--- src/rtl/dma_axi_arb.sv ---
// dma_axi_arb: shares one DMA AXI native port among N_REQ requesters, one burst per grant, round-robin.
// Define DMA_ARB_FIXED_PRIO_EN to replace round-robin with fixed lowest-index-wins priority.
`ifndef AXI_ADDR_W
`define AXI_ADDR_W 32
`endif
`ifndef AXI_LEN_W
`define AXI_LEN_W 8
`endif

module dma_axi_arb #(
  parameter int N_REQ  = 2,
  parameter int ADDR_W = `AXI_ADDR_W,
  parameter int DATA_W = 32,
  parameter int LEN_W  = `AXI_LEN_W
) (
  input  logic                      clk,
  input  logic                      rst,
  input  logic [N_REQ-1:0]          req_valid,
  input  logic [N_REQ*ADDR_W-1:0]   req_address,
  input  logic [N_REQ*DATA_W-1:0]   req_wdata,
  input  logic [N_REQ*DATA_W/8-1:0] req_wstrb,
  input  logic [N_REQ*LEN_W-1:0]    req_dma_len,
  output logic [DATA_W-1:0]         req_rdata,
  output logic [N_REQ-1:0]          req_ready,
  output logic                      m_valid,
  output logic [ADDR_W-1:0]         m_address,
  output logic [DATA_W-1:0]         m_wdata,
  output logic [DATA_W/8-1:0]       m_wstrb,
  input  logic [DATA_W-1:0]         m_rdata,
  input  logic                      m_ready,
  output logic [LEN_W-1:0]          m_dma_len,
  input  logic                      m_dma_ready,
  output logic [N_REQ-1:0]          grant,
  output logic                      busy
);

  localparam int IDX_W  = (N_REQ > 1) ? $clog2(N_REQ) : 1;
  localparam int STRB_W = DATA_W / 8;

  localparam logic [1:0] ST_IDLE  = 2'd0;
  localparam logic [1:0] ST_GRANT = 2'd1;
  localparam logic [1:0] ST_DRAIN = 2'd2;

  logic [1:0]       state;
  logic [IDX_W-1:0] g_idx;
  logic [IDX_W-1:0] ptr;
  logic [IDX_W-1:0] win_idx;
  logic             win_found;
  logic [IDX_W:0]   cand;
  logic [LEN_W-1:0] len_q;
  logic [LEN_W-1:0] beat_cnt;
  logic             in_grant;
  logic             beat_done;

  // Search starts at the pointer and wraps; cand is one bit wider so ptr+k never overflows.
  // NOTE: every variable written here gets a default first, otherwise a latch is inferred.
  always_comb begin
    win_found = 1'b0;
    win_idx   = '0;
    cand      = '0;
    for (int k = 0; k < N_REQ; k++) begin
      cand = {1'b0, ptr} + (IDX_W+1)'(k);
      if (cand >= (IDX_W+1)'(N_REQ))
        cand = cand - (IDX_W+1)'(N_REQ);
      if (!win_found && req_valid[cand[IDX_W-1:0]]) begin
        win_found = 1'b1;
        win_idx   = cand[IDX_W-1:0];
      end
    end
  end

  assign in_grant  = (state == ST_GRANT);
  assign m_valid   = in_grant & req_valid[g_idx];
  assign beat_done = m_valid & m_ready;
  assign m_address = req_address[g_idx*ADDR_W +: ADDR_W];
  assign m_wdata   = req_wdata[g_idx*DATA_W +: DATA_W];
  assign m_wstrb   = in_grant ? req_wstrb[g_idx*STRB_W +: STRB_W] : '0;
  assign m_dma_len = len_q;
  assign req_ready = in_grant ? (grant & {N_REQ{m_ready}}) : '0;
  assign req_rdata = m_rdata;
  assign busy      = (state != ST_IDLE);

  // NOTE: sequential state uses non-blocking assignments so every register samples pre-edge values.
  always_ff @(posedge clk or posedge rst) begin
    if (rst) begin
      state    <= ST_IDLE;
      grant    <= '0;
      g_idx    <= '0;
      len_q    <= '0;
      beat_cnt <= '0;
    end else begin
      case (state)
        ST_IDLE: begin
          if (m_dma_ready && win_found) begin
            grant    <= {{(N_REQ-1){1'b0}}, 1'b1} << win_idx;
            g_idx    <= win_idx;
            len_q    <= req_dma_len[win_idx*LEN_W +: LEN_W];
            beat_cnt <= '0;
            state    <= ST_GRANT;
          end
        end
        ST_GRANT: begin
          // Compare before incrementing so a max-length burst never wraps the counter.
          if (beat_done) begin
            if (beat_cnt == len_q)
              state <= ST_DRAIN;
            else
              beat_cnt <= beat_cnt + 1'b1;
          end
        end
        ST_DRAIN: begin
          if (m_dma_ready) begin
            state <= ST_IDLE;
            grant <= '0;
          end
        end
        default: state <= ST_IDLE;
      endcase
    end
  end

`ifdef DMA_ARB_FIXED_PRIO_EN
  assign ptr = '0;
`else
  logic [IDX_W-1:0] ptr_next;

  assign ptr_next = (g_idx == IDX_W'(N_REQ-1)) ? '0 : g_idx + 1'b1;

  always_ff @(posedge clk or posedge rst) begin
    if (rst)
      ptr <= '0;
    else if (state == ST_DRAIN && m_dma_ready)
      ptr <= ptr_next;
  end
`endif

endmodule

--- config.mk ---
export PLATFORM = sky130hd
export DESIGN_NAME = dma_axi_arb
export DESIGN_NICKNAME = d
export VERILOG_FILES = /design/src/rtl/dma_axi_arb.sv
export SDC_FILE = /design/constraint.sdc
export NUM_CORES = 1
export LEC_CHECK = 0
export BUFFER_PORTS_ARGS = -buffer_cell sky130_fd_sc_hd__buf_2
export CAP_MARGIN = 0
export CORE_AREA = 5 5 113 115
export DETAILED_ROUTE_END_ITERATION = 10
export DIE_AREA = 0 0 118 120
export GPL_TIMING_DRIVEN = 1
export PLACE_DENSITY = 0.67
export SLEW_MARGIN = 40
export SYNTH_ARGS = -nofsm -noshare
export SYNTH_HDL_FRONTEND = slang
export SYNTH_SLANG_ARGS = --single-unit
--- constraint.sdc ---
create_clock -name clk -period 1.9 [get_ports clk]
set_clock_uncertainty 0.05 [all_clocks]
set_input_delay 0.19 -clock clk [delete_from_list [all_inputs] [get_ports clk]]
set_output_delay 0.19 -clock clk [all_outputs]
set_load 0.01 [all_outputs]
==> flow_metrics.py, run 1 <==
metrics = {
    "route": {
        "wirelength_um": 9526,
        "drc_errors": 0,
        "drtAntennaViolNets": 0,
        "wl_per_cell_um": 15.93,
        "viasPerCell": 4.413,
        "firstDrtPassIters": 4,
        "drt_iter0_drc": 61,
        "vias": 2639,
    },
    "cts": {
        "cts_num_sinks": 22,
        "htreeDepth": 1,
        "tritoncts": "done",
        "clkLatencyLatePin_ns": 0.26,
        "cts_root_buf": "clkbuf_16",
        "cts_buffers": 3,
        "clkTransAtPathRegs_ns": 0.06,
        "clock_path_buffers": 2,
    },
    "run": {
        "drv_cap": 0,
    },
    "floorplanning": {
        "rows": 40,
        "die_h_um": 120,
        "dieArea_um2": 14160,
        "start_util": 0.2004,
        "num_io_pins": 304,
        "core-area_um2": 11710,
        "die_w_um": 118,
    },
    "synth": {
        "synthDominantCellAreaShare": 0.3070,
        "yosysSeqAreaShare": 0.2345,
        "yosys.cell_types.count": 36,
        "synth.cell_area_um2": 2347,
        "synth_compound_area_frac": 0.08316,
        "synth_seq_cells": 22,
        "synth-xor-area-share": 0.02985,
        "synth_nets": 436,
        "synth_top_family_by_area": "multiplexers",
        "synth_area_leaders": "mux2_2 31%, dfrtp_1 23%, buf_4 11%",
        "synth-simple-area-share": 0.1093,
        "syn_inst": 245,
        "muxShareOfSynthArea": 0.3891,
        "avgSynthCellArea_um2": 9.581,
        "synth_fa_ha_area_frac": 0.005330,
        "ys_warn_count": 0,
        "yosys.area.top_type": "mux2_2",
    },
    "timing": {
        "grt_setup_unrepaired": "no",
        "final-hold-violation-count": 0,
        "min_period_ns": 1.775,
        "setup_tns_ns": 0,
        "max_freq_mhz": 563.5,
        "finalMaxSlewViolations": 0,
        "setup_slack_ns": 0.1253,
        "period_share": 0.9341,
        "tightest_slew_ns": 0.4449,
        "slew_headroom": 0.7024,
        "setup_viol": 0,
    },
    "pwr": {
        "cellPowerDensity_nw_per_um2": 1191,
        "finalPower_mw": 4.288,
        "leakage_nw": 1.907,
        "ir_drop_v": 0.0006041,
    },
    "critical_path": {
        "path_class": "reg2out",
        "critPathMaxFanout": 49,
        "startpoint_type": "flip-flop",
        "arrival_ns": 1.53,
        "endpoint_kind": "output pin",
        "crit_path_cell_trace": "buf_12, mux2_2, buf_2",
        "cpPeakStageDelay_ns": 0.43,
        "crit_slowest_cell": "dfrtp_2",
        "cp.required_ns": 1.66,
    },
    "place": {
        "dp_slack_ns": 0.2193,
        "gp_congestion": 0.8692,
        "dp_hpwl_um": 8286,
        "port_buffers": 239,
        "dpl.cell_count": 592,
    },
    "final_layout": {
        "final_cells": 598,
        "drive_gt1_frac": 0.7206,
        "nets": 643,
        "antenna_cells": 0,
        "area_growth_pct": 53.36,
    },
    "grt": {
        "overflow": 0,
        "grt_max_degree": 50,
        "grt_util_all_layers": 0.1257,
        "grt_antenna_before_repair": 2,
        "grt_first_pass_wirelength_um": 14570,
        "grt_pass1_vias": 2682,
    },
    "outcome": {
        "outcome": "completed",
    },
    "hold_path": {
        "min_path_type": "in2reg",
    },
}
## worst paths after layout
kind | from | cells after the start | to | slack, ns
max | g_idx | 3 | m_address[13] | 0.13
min in group asynchronous | rst | 3 | beat_cnt[0] | 0.38
max reg2reg | beat_cnt[0] | 5 | state[0] | 0.27
min reg2reg | ptr | 2 | ptr | 0.44
min | req_dma_len[12] | 3 | m_dma_len[4] | 0.15
max in group asynchronous | rst | 4 | m_dma_len[2] | 0.90
## cell usage in the layout, fill, tap and decap left out, drive strengths merged, types with 2 or more instances in the layout
master	n
nand2	23
o211ai	4
nand3	3
nand4	2
nor2	9
nand3b	2
inv	7
nor2b	2
mux2i	18
clkbuf	3
dfrtp	22
o32a	2
and3	4
buf	247
o2111ai	4
or2	2
o21ai	14
mux2	64
xnor2	8
## power breakdown
group          switching (mW)  internal (mW)  total [mW]
logic                    1.42           1.42        2.84
clock network           0.176          0.419       0.594
registers               0.206          0.648       0.854
## critical path: cells and delay by family, from the launching register on
family	cells	cell delay, ns
flip-flops	1	0.43
buffers and inverters	2	0.42
multiplexers	1	0.40
## kinds of logic (layout without fill, tap and decap cells)
kind of cell             count (synthesis)  after routing
XOR/XNOR                                 8              8
flip-flops                              22             22
AO/OA/AOI/OAI                           28             28
buffers and inverters                   53            259
multiplexers                            82             82
AND/OR/NAND/NOR                         51             51
adder cells (fa/ha/maj)                  1              1
## synthesized netlist by cell type (all sizes together)
library cell,count
xnor2,8
o2bb2ai,1
nand4,2
nor3b,1
mux2,64
nand2,23
mux2i,18
nor4b,1
inv,7
or2,2
o211ai,4
nor3,1
ha,1
buf,44
nor2,9
o21a,1
o21ai,14
and3,4
o32a,2
dfrtp,22
nor2b,2
nand3b,2
a22o,1
clkbuf,2
o2111ai,4
o221ai,1
nand2b,1
nand3,3
## sequential cells by signal (all words and copies together) (netlist names)
name       flops
beat_cnt       8
m_dma_len      8
grant          2
state          2
g_idx          1
ptr            1
## per-stage QoR
step / area, um^2 / hold slack [ns] / util
after floorplan: 2347 / 0.1292 / -
after global placement: 3471 / 0.1031 / 0.2964
after detailed placement: 3471 / 0.09809 / 0.2964
after CTS: 3586 / 0.1571 / 0.3062
after global routing: 3600 / 0.1810 / 0.3074
final: 3600 / 0.1528 / 0.3074
## layer usage
metal  vias to the layer above  global-route usage  routed length, um
li1                       1249                   -                  -
met4                         0             0.02867                144
met3                        15             0.04241                982
met2                       170              0.1966               4174
met5                         -                   0                  0
met1                      1205              0.1675               4224
## cell type report
| cell class | count | area (um^2) |
|---|---|---|
| Timing Repair Buffer | 248 | 1279 |
| Clock buffer | 3 | 75.07 |
| Fill cell | 1259 | 8112 |
| Tap cell | 147 | 183.9 |
| Clock inverter | 1 | 30.03 |
| Sequential cell | 22 | 551.8 |
| Multi-Input combinational cell | 170 | 1454 |
| Inverter | 7 | 26.28 |
## timing repair
item / 4_1_cts / 5_1_grt
setup endpoints to repair: 0 / 3
gates resized for setup: 0 / 1
hold buffers: 1 / 0
buffers inserted: 0 / 1
hold endpoints to repair: 7 / 0
Power figures use the tool's default switching activity.
==> run 2, diff against run 1 <==
CTS_BUF_LIST = sky130_fd_sc_hd__clkbuf_8   (was unset)
clock period = 2 ns   (was 1.9 ns; I/O delays follow)
==> flow_metrics.py, run 2 (synthesized netlist as in run 1, its figures left out) <==
metrics = {
    "final_layout": {
        "drive_gt1_frac": 0.7178,
        "layout_commonest_cell": "buf_2",
        "area_growth_pct": 51.28,
        "layout_common_cells": "239 x buf_2, 64 x mux2_2, 22 x nand2_1",
        "nets": 642,
        "nFillCells": 1257,
        "antenna_cells": 0,
    },
    "timing": {
        "tightest_slew_ns": 0.4387,
        "max_freq_mhz": 539.0,
        "setup_tns_ns": 0,
        "min_period_ns": 1.855,
        "period_share": 0.9277,
        "setup_viol": 0,
        "setup_slack_ns": 0.1446,
        "grt_setup_unrepaired": "no",
        "final-hold-violation-count": 0,
        "finalMaxSlewViolations": 0,
        "slew_headroom": 0.7065,
    },
    "cts": {
        "cts_num_sinks": 22,
        "clock_path_buffers": 2,
        "cts_buffers": 3,
        "clkLatencyLatePin_ns": 0.26,
        "tritoncts": "done",
        "cts_root_buf": "clkbuf_8",
        "clkTransAtPathRegs_ns": 0.08,
        "htreeDepth": 1,
    },
    "pwr": {
        "leakage_nw": 1.883,
        "cellPowerDensity_nw_per_um2": 1067,
        "ir_drop_v": 0.0006863,
    },
    "critical_path": {
        "ff2ff_setup_slack_ns": 0.31,
        "cp.required_ns": 1.75,
        "startpoint_type": "flip-flop",
        "crit_slowest_cell": "dfrtp_4",
        "arrival_ns": 1.61,
        "cpPeakStageDelay_ns": 0.60,
        "critPathMaxFanout": 29,
        "crit_path_cell_trace": "buf_12, mux2_2, buf_2",
        "path_class": "reg2out",
        "endpoint_kind": "output pin",
    },
    "route": {
        "wl_met1_um": 4249,
        "viasPerCell": 4.390,
        "dr_wl_met2_um": 4263,
        "drc_errors": 0,
        "vias": 2621,
        "highest_layer": "met5",
        "wl_per_cell_um": 15.96,
        "drt_iter0_drc": 55,
        "firstDrtPassIters": 4,
        "wirelength_um": 9528,
        "drtAntennaViolNets": 0,
        "met3_length_um": 918,
    },
    "run": {
        "drv_cap": 0,
    },
    "grt": {
        "grt_antenna_before_repair": 4,
        "grt_max_degree": 30,
        "grt_util_all_layers": 0.1264,
        "grt_first_pass_wirelength_um": 14510,
        "overflow": 0,
        "grt_pass1_vias": 2631,
    },
    "floorplanning": {
        "die_h_um": 120,
        "rows": 40,
        "num_io_pins": 304,
        "start_util": 0.2004,
        "die_w_um": 118,
        "dieArea_um2": 14160,
        "core-area_um2": 11710,
    },
    "place": {
        "port_buffers": 239,
        "dp_slack_ns": 0.3373,
        "dp_hpwl_um": 8410,
        "gp_congestion": 0.9677,
    },
    "hold_path": {
        "min_path_type": "in2reg",
    },
    "outcome": {
        "outcome": "completed",
    },
}
## run 2: worst max-delay path: cells and delay by family (launching register included)
family / cells / cell delay (ns)
mux: 1 / 0.36
flops: 1 / 0.60
buf+inv: 2 / 0.37
## run 2: final timing paths
path	start	end	depth (start not counted)
hold / removal	req_dma_len[12]	m_dma_len[4]	3
setup / recovery	g_idx	m_address[27]	3
setup reg to reg	beat_cnt[0]	state[0]	5
max in group asynchronous	rst	g_idx	4
min in group asynchronous	rst	ptr	4
hold reg to reg	ptr	ptr	2
## run 2: stage by stage
step           hold slack [ns]  area [um^2]  std cells  total power, mW  utilization
4_1_cts                 0.1632         3548        597            3.845       0.3030
5_1_grt                 0.1722         3551        597            4.110       0.3032
6_report                0.1598         3551        597            3.790       0.3032
3_3_place_gp            0.2007         3483        592            3.471       0.2974
3_5_place_dp            0.2041         3483        592            3.516       0.2974
2_1_floorplan           0.1392         2347        245            2.589            -
## run 2: area by class of cell
class                   instances  area (um^2)  share of cell area
flip-flops and latches         22        554.3              0.1561
multi-input cells             170         1448              0.4077
repair buffers                247         1284              0.3615
clock buffers                   4        55.05             0.01550
inverters                       7        26.28            0.007400
well taps                     147        183.9             0.05180
## run 2: power breakdown
group | internal, mW | switching [mW] | total (mW)
registers | 0.618 | 0.273 | 0.891
logic | 1.35 | 1.23 | 2.58
clock network | 0.175 | 0.141 | 0.316
## run 2: routing by layer
metal | GRT usage | vias to the layer above
li1 | - | 1250
met1 | 0.1717 | 1195
met2 | 0.1987 | 162
met3 | 0.04147 | 12
met4 | 0.02079 | 2
met5 | 0 | -
## run 2: what timing repair did
item,in CTS,in global routing
hold buffers,1,0
endpoints found under the setup margin,0,4
endpoints found under the hold margin,22,0
setup buffers,0,0
gates resized for setup,0,1
